### src/rtl/pwm_multi_if.sv
// Register-side bundle for pwm_multi: configuration/control inputs and PWM status outputs.
// The master drives configuration; the slave (the PWM block) drives the outputs.
interface pwm_multi_if #(
  parameter int WIDTH    = 16,
  parameter int CHANNELS = 4
);
  logic                      enable;
  logic                      load;
  logic                      mode_in;
  logic [WIDTH-1:0]          top_in;
  logic [CHANNELS*WIDTH-1:0] duty_in;
  logic [CHANNELS-1:0]       polarity;

  logic [CHANNELS-1:0]       pwm_out;
  logic                      period_start;
  logic [WIDTH-1:0]          cnt_out;
  logic                      pending;

  modport master (
    output enable, load, mode_in, top_in, duty_in, polarity,
    input  pwm_out, period_start, cnt_out, pending
  );

  modport slave (
    input  enable, load, mode_in, top_in, duty_in, polarity,
    output pwm_out, period_start, cnt_out, pending
  );
endinterface

### src/rtl/pwm_multi.sv
// Multi-channel PWM: one shared fast/phase-correct timebase, per-channel compare outputs,
// and a shadow register set that is promoted to the active set only at a period boundary.
module pwm_multi #(
  parameter int WIDTH    = 16,
  parameter int CHANNELS = 4
) (
  input  logic         clk,
  input  logic         reset,
  pwm_multi_if.slave   bus
);

  typedef enum logic {DIR_UP = 1'b0, DIR_DOWN = 1'b1} dir_e;

  typedef struct packed {
    logic                      mode;
    logic [WIDTH-1:0]          top;
    logic [CHANNELS*WIDTH-1:0] duty;
  } cfg_t;

  cfg_t                shadow_q, shadow_d;
  cfg_t                active_q, active_d;
  logic                pending_q, pending_d;
  logic [WIDTH-1:0]    cnt_q, cnt_d;
  dir_e                dir_q, dir_d;
  logic [CHANNELS-1:0] pwm_q, pwm_d;
  logic                period_start_q, period_start_d;

  logic [WIDTH-1:0]    cnt_step;
  dir_e                dir_step;
  logic                wrap;
  logic                apply_ok;

  // State register.
  // NOTE: sequential state uses non-blocking assignments so every flop samples pre-edge values.
  always_ff @(posedge clk or posedge reset) begin
    if (reset) begin
      shadow_q       <= '0;
      active_q       <= '0;
      pending_q      <= 1'b0;
      cnt_q          <= '0;
      dir_q          <= DIR_UP;
      pwm_q          <= '0;
      period_start_q <= 1'b0;
    end else begin
      shadow_q       <= shadow_d;
      active_q       <= active_d;
      pending_q      <= pending_d;
      cnt_q          <= cnt_d;
      dir_q          <= dir_d;
      pwm_q          <= pwm_d;
      period_start_q <= period_start_d;
    end
  end

  // Candidate timebase step when running; a zero result marks the period boundary.
  // NOTE: every variable written in a comb block gets a default first, so no latch is inferred.
  always_comb begin
    cnt_step = '0;
    dir_step = DIR_UP;
    if (!active_q.mode) begin
      cnt_step = (cnt_q >= active_q.top) ? '0 : cnt_q + 1'b1;
    end else if (active_q.top == '0) begin
      cnt_step = '0;
    end else if ((dir_q == DIR_UP || cnt_q == '0) && cnt_q < active_q.top) begin
      cnt_step = cnt_q + 1'b1;
    end else begin
      cnt_step = cnt_q - 1'b1;
      dir_step = (cnt_q == WIDTH'(1)) ? DIR_UP : DIR_DOWN;
    end
  end

  assign wrap     = bus.enable && (cnt_step == '0);
  // While idle the shadow is applied immediately; while running only at a wrap.
  assign apply_ok = bus.enable ? wrap : 1'b1;

  // Next-state logic.
  always_comb begin
    shadow_d       = shadow_q;
    active_d       = active_q;
    pending_d      = pending_q;
    cnt_d          = '0;
    dir_d          = DIR_UP;
    period_start_d = 1'b0;

    if (bus.enable) begin
      cnt_d          = cnt_step;
      dir_d          = wrap ? DIR_UP : dir_step;
      period_start_d = wrap;
    end

    // A load colliding with the boundary wins: it refreshes the shadow and defers the apply.
    if (bus.load) begin
      shadow_d.mode = bus.mode_in;
      shadow_d.top  = bus.top_in;
      shadow_d.duty = bus.duty_in;
      pending_d     = 1'b1;
    end else if (pending_q && apply_ok) begin
      active_d  = shadow_q;
      pending_d = 1'b0;
    end
  end

  // Output logic: per-channel compare against the current count, polarity applied live.
  always_comb begin
    pwm_d = '0;
    for (int i = 0; i < CHANNELS; i++) begin
      if (bus.enable)
        pwm_d[i] = (cnt_q < active_q.duty[i*WIDTH +: WIDTH]) ^ bus.polarity[i];
      else
        pwm_d[i] = bus.polarity[i];
    end
  end

  assign bus.pwm_out      = pwm_q;
  assign bus.period_start = period_start_q;
  assign bus.cnt_out      = cnt_q;
  assign bus.pending      = pending_q;

endmodule

### src/flat_wrapper.sv
// flat-port wrapper written by rule: the top's interface ports become plain ports
module pwm_multi_flat 
#(
  parameter int WIDTH    = 16,
  parameter int CHANNELS = 4
)
  (clk, reset, bus_enable, bus_load, bus_mode_in, bus_top_in, bus_duty_in, bus_polarity, bus_pwm_out, bus_period_start, bus_cnt_out, bus_pending);
  pwm_multi_if #(.WIDTH(WIDTH), .CHANNELS(CHANNELS)) bus_i ();
  input  logic clk;
  input  logic reset;
  input wire logic [$bits(bus_i.enable)-1:0] bus_enable;
  input wire logic [$bits(bus_i.load)-1:0] bus_load;
  input wire logic [$bits(bus_i.mode_in)-1:0] bus_mode_in;
  input wire logic [$bits(bus_i.top_in)-1:0] bus_top_in;
  input wire logic [$bits(bus_i.duty_in)-1:0] bus_duty_in;
  input wire logic [$bits(bus_i.polarity)-1:0] bus_polarity;
  output wire logic [$bits(bus_i.pwm_out)-1:0] bus_pwm_out;
  output wire logic [$bits(bus_i.period_start)-1:0] bus_period_start;
  output wire logic [$bits(bus_i.cnt_out)-1:0] bus_cnt_out;
  output wire logic [$bits(bus_i.pending)-1:0] bus_pending;
  assign bus_i.enable = bus_enable;
  assign bus_i.load = bus_load;
  assign bus_i.mode_in = bus_mode_in;
  assign bus_i.top_in = bus_top_in;
  assign bus_i.duty_in = bus_duty_in;
  assign bus_i.polarity = bus_polarity;
  assign bus_pwm_out = bus_i.pwm_out;
  assign bus_period_start = bus_i.period_start;
  assign bus_cnt_out = bus_i.cnt_out;
  assign bus_pending = bus_i.pending;
  pwm_multi #(.WIDTH(WIDTH), .CHANNELS(CHANNELS)) u_core (.clk(clk), .reset(reset), .bus(bus_i));
endmodule
### config.mk
export PLATFORM = sky130hd
export DESIGN_NAME = pwm_multi_flat
export DESIGN_NICKNAME = d
export VERILOG_FILES = /design/src/rtl/pwm_multi_if.sv /design/src/rtl/pwm_multi.sv /design/src/flat_wrapper.sv
export SDC_FILE = /design/constraint.sdc
export NUM_CORES = 1
export LEC_CHECK = 0
export CAP_MARGIN = 10
export CELL_PAD_IN_SITES_DETAIL_PLACEMENT = 1
export CELL_PAD_IN_SITES_GLOBAL_PLACEMENT = 1
export CORE_UTILIZATION = 45
export DETAILED_ROUTE_END_ITERATION = 10
export DONT_BUFFER_PORTS = 1
export GPL_ROUTABILITY_DRIVEN = 0
export PLACE_DENSITY_LB_ADDON = 0.1
export SLEW_MARGIN = 30
export SYNTH_ARGS = -nofsm -noshare
export SYNTH_HDL_FRONTEND = slang
export SYNTH_SLANG_ARGS = --single-unit
### constraint.sdc
create_clock -name clk -period 6.6 [get_ports clk]
set_clock_uncertainty 0.2 [all_clocks]
set_input_delay 1.32 -clock clk [delete_from_list [all_inputs] [get_ports clk]]
set_output_delay 1.32 -clock clk [all_outputs]
set_load 0.005 [all_outputs]
==> results.py <==
metrics = {
    "clock_network": {
        "clock_sinks": 185,
        "post_cts_buffers": 0,
        "numCtsBuffers": 17,
        "clk_path_buf_depth": 2,
        "cts_root_buf": "clkbuf_16",
        "cts-hold-fix-buffers": 0,
        "cts_resized": 0,
        "clk_pin_slew_ns": 0.07,
        "htree_levels": 4,
        "clk_latency_ns": 0.46,
        "cts_tree": "built",
    },
    "worst_setup_path": {
        "cp-end-kind": "flop",
        "ff2ff_setup_slack_ns": 1.39,
        "crit_chain": "or4_1, o41ai_4, a41o_1, o221a_2, a21oi_1, or4_4, nor2_4, buf_4, o211ai_1",
        "cpLargestDelayFamily": "simple AND/OR/NAND/NOR gates",
        "startpoint_type": "flop",
        "crit_buf_inv": 1,
        "required_ns": 6.71,
        "critPathArrivalTime_ns": 5.32,
        "worstPathMaxFanout": 84,
        "slowest_delay_ns": 0.92,
        "crit_type": "flop to flop",
        "slowest_stage": "or4_4",
    },
    "synthesis": {
        "synth_compound_area_frac": 0.212,
        "synth_top_family_by_area": "compound AO/OA/AOI/OAI gates",
        "synth_xor_area_frac": 0.00471,
        "synthAdderAreaFrac": 0.0770,
        "synth_area_leaders": "dfrtp_1 36%, ha_1 7.7%, mux2_2 7.4%",
        "ys_warn_count": 0,
        "synth_cell_types": 65,
        "synthesis.instances": 1435,
        "yosysSeqAreaShare": 0.356,
        "yosys.area_share.simple": 0.207,
        "synth-seq-cells": 185,
        "ys_async_sr_fraction": 1.00,
        "synth_area_leader_cell": "dfrtp_1",
        "netlist_area_um2": 13000,
        "synth.avg_cell_area_um2": 9.06,
        "synth_mux_area_frac": 0.0768,
        "ys.flop_type": "dfrtp_1",
        "synth-edff-count": 0,
        "synth_top_area_frac": 0.356,
        "syn_nets": 1604,
    },
    "die": {
        "die_area_um2": 29600,
        "num_io_pins": 111,
        "row_count": 61,
        "core_um2": 28100,
        "start_util": 0.463,
        "die_x_um": 172,
        "die_h_um": 172,
    },
    "timing": {
        "fin_crit_ns": 5.21,
        "tightest_slew_ns": 0.910,
        "maxSlewHeadroom": 0.386,
        "final_hold_viol_count": 0,
        "period_share": 0.790,
        "rsz0062_at_grt": "false",
        "slew_viol_final": 0,
        "setup_viol": 0,
        "tns_ns": 0,
        "hold-worst-slack_ns": 0.337,
        "fmax_ghz": 0.192,
    },
    "cells_and_area": {
        "layout_commonest_cell": "nand2_1",
        "diodes": 0,
        "design_area_um2": 13800,
        "drive_above_1_share": 0.159,
        "nets": 1524,
        "syn_to_final_growth_pct": 6.19,
        "final_cell_mix": "201 x nand2_1, 185 x dfrtp_1, 97 x o21ai_0",
    },
    "worst_hold_path": {
        "hold_class": "flop to flop",
    },
    "power": {
        "peakVddDrop_mv": 0.381,
        "leakagePower_uw": 0.00605,
        "intPower_uw": 2890,
        "p_switching_uw": 2300,
        "combPwrFrac": 0.457,
        "p_seq_frac": 0.330,
        "power_density_nw_per_um2": 376,
        "p_clk_frac": 0.213,
        "swShare": 0.443,
    },
    "grt": {
        "track_usage": 0.268,
        "grt_max_degree": 264,
        "antenna_found_initial": 0,
        "overflow": 0,
        "grt_pass1_vias": 11100,
        "grt_pass1_wl_um": 61100,
    },
    "routing": {
        "drt-total-wl_um": 38000,
        "detail_route.first_pass.iterations": 7,
        "drc_errors": 0,
        "wl_per_cell_um": 21.8,
        "num_vias": 10900,
        "viasPerCell": 6.26,
        "ant_nets": 0,
        "first_iter_violations": 598,
    },
    "status": {
        "status": "finished clean",
    },
    "job": {
        "drv_cap": 0,
    },
    "placement": {
        "place_area_um2": 13200,
        "portBuffers": 0,
        "hpwlAfterDp_um": 23300,
    },
}
## final timing paths
path	start	endpoint	depth (start not counted)
worst max-delay path	u_core.bus.cnt_out[9]$_DFF_PP0_	u_core.active_q[49]$_DFFE_PP0P_	9
worst min register to register	u_core.shadow_q[77]$_DFFE_PP0P_	u_core.shadow_q[77]$_DFFE_PP0P_	1
worst min-delay path	u_core.shadow_q[77]$_DFFE_PP0P_	u_core.shadow_q[77]$_DFFE_PP0P_	1
min in group asynchronous	reset	u_core.shadow_q[53]$_DFFE_PP0P_	1
max in group asynchronous	reset	u_core.active_q[46]$_DFFE_PP0P_	2
worst max register to register	u_core.bus.cnt_out[9]$_DFF_PP0_	u_core.active_q[49]$_DFFE_PP0P_	9
## metal layers
layer,vias to the layer above,track usage,wire length (um)
met5,-,0,0
met4,0,0.0608,422
met3,24,0.0501,1520
met2,189,0.438,18200
met1,5580,0.365,17900
li1,5130,-,-
## synthesized netlist by cell type (all sizes together) (2+ instances only)
cell,number
buf,27
nand3b,78
o221ai,2
nand2b,16
o221a,3
clkbuf,96
nor3,13
and3,12
o211ai,86
mux2i,3
or3,3
or2,3
a21o,25
and2,12
a41oi,2
ha,80
nand3,10
nor2,32
mux2,86
a41o,2
a21oi,34
and4,3
xnor2,3
nor4,7
nor4b,2
a211oi,4
dfrtp,185
a211o,4
a31oi,87
o22a,2
o21a,2
a221oi,5
o21ai,97
or4,86
a21boi,2
o31ai,2
o41ai,3
inv,86
nand2,201
o22ai,2
xor2,4
nand4,8
## final cells by class
| type | instances | area [um2] |
|---|---|---|
| fill | 3285 | 14300 |
| timing repair buffer | 24 | 238 |
| inverter | 86 | 330 |
| clock buffer | 19 | 443 |
| multi-input combinational | 1041 | 7530 |
| clock inverter | 13 | 168 |
| sequential | 185 | 4630 |
| tap | 378 | 473 |
## flip-flops by register name, indices dropped and copies added, names as in the netlist
signal and flops:
u_core.active_q 81, u_core.bus.cnt_out 16, u_core.shadow_q 81, u_core.bus.pending 1, u_core.dir_q 1, u_core.bus.period_start 1
u_core.bus.pwm_out 4
## through the flow
stage | setup slack [ns] | cells | util | power [uW]
floorplan | 0.0513 | 1435 | - | 3440
CTS | 1.41 | 1745 | 0.491 | 5220
global route | 1.12 | 1746 | 0.492 | 5570
detailed placement | 1.44 | 1713 | 0.469 | 4090
finish | 1.39 | 1746 | 0.492 | 5190
global placement | 1.55 | 1713 | 0.469 | 4010
## kinds of logic (layout without fill, tap and decap cells)
| logic type | count (synthesis) | count (layout) |
|---|---|---|
| compound gates | 374 | 374 |
| flops | 185 | 185 |
| buf+inv | 209 | 142 |
| simple gates | 491 | 491 |
| mux | 89 | 89 |
| fa+ha+maj | 80 | 80 |
| xor+xnor | 7 | 7 |
## power by group through the flow
stage,Clock [uW],Sequential (uW),Combinational [uW]
floorplan,0,1650,1790
global placement,0,1710,2300
detailed placement,0,1730,2370
CTS,1130,1710,2380
global route,1170,1760,2640
finish,1110,1710,2370
No activity file was read; power rests on OpenSTA's default activity.
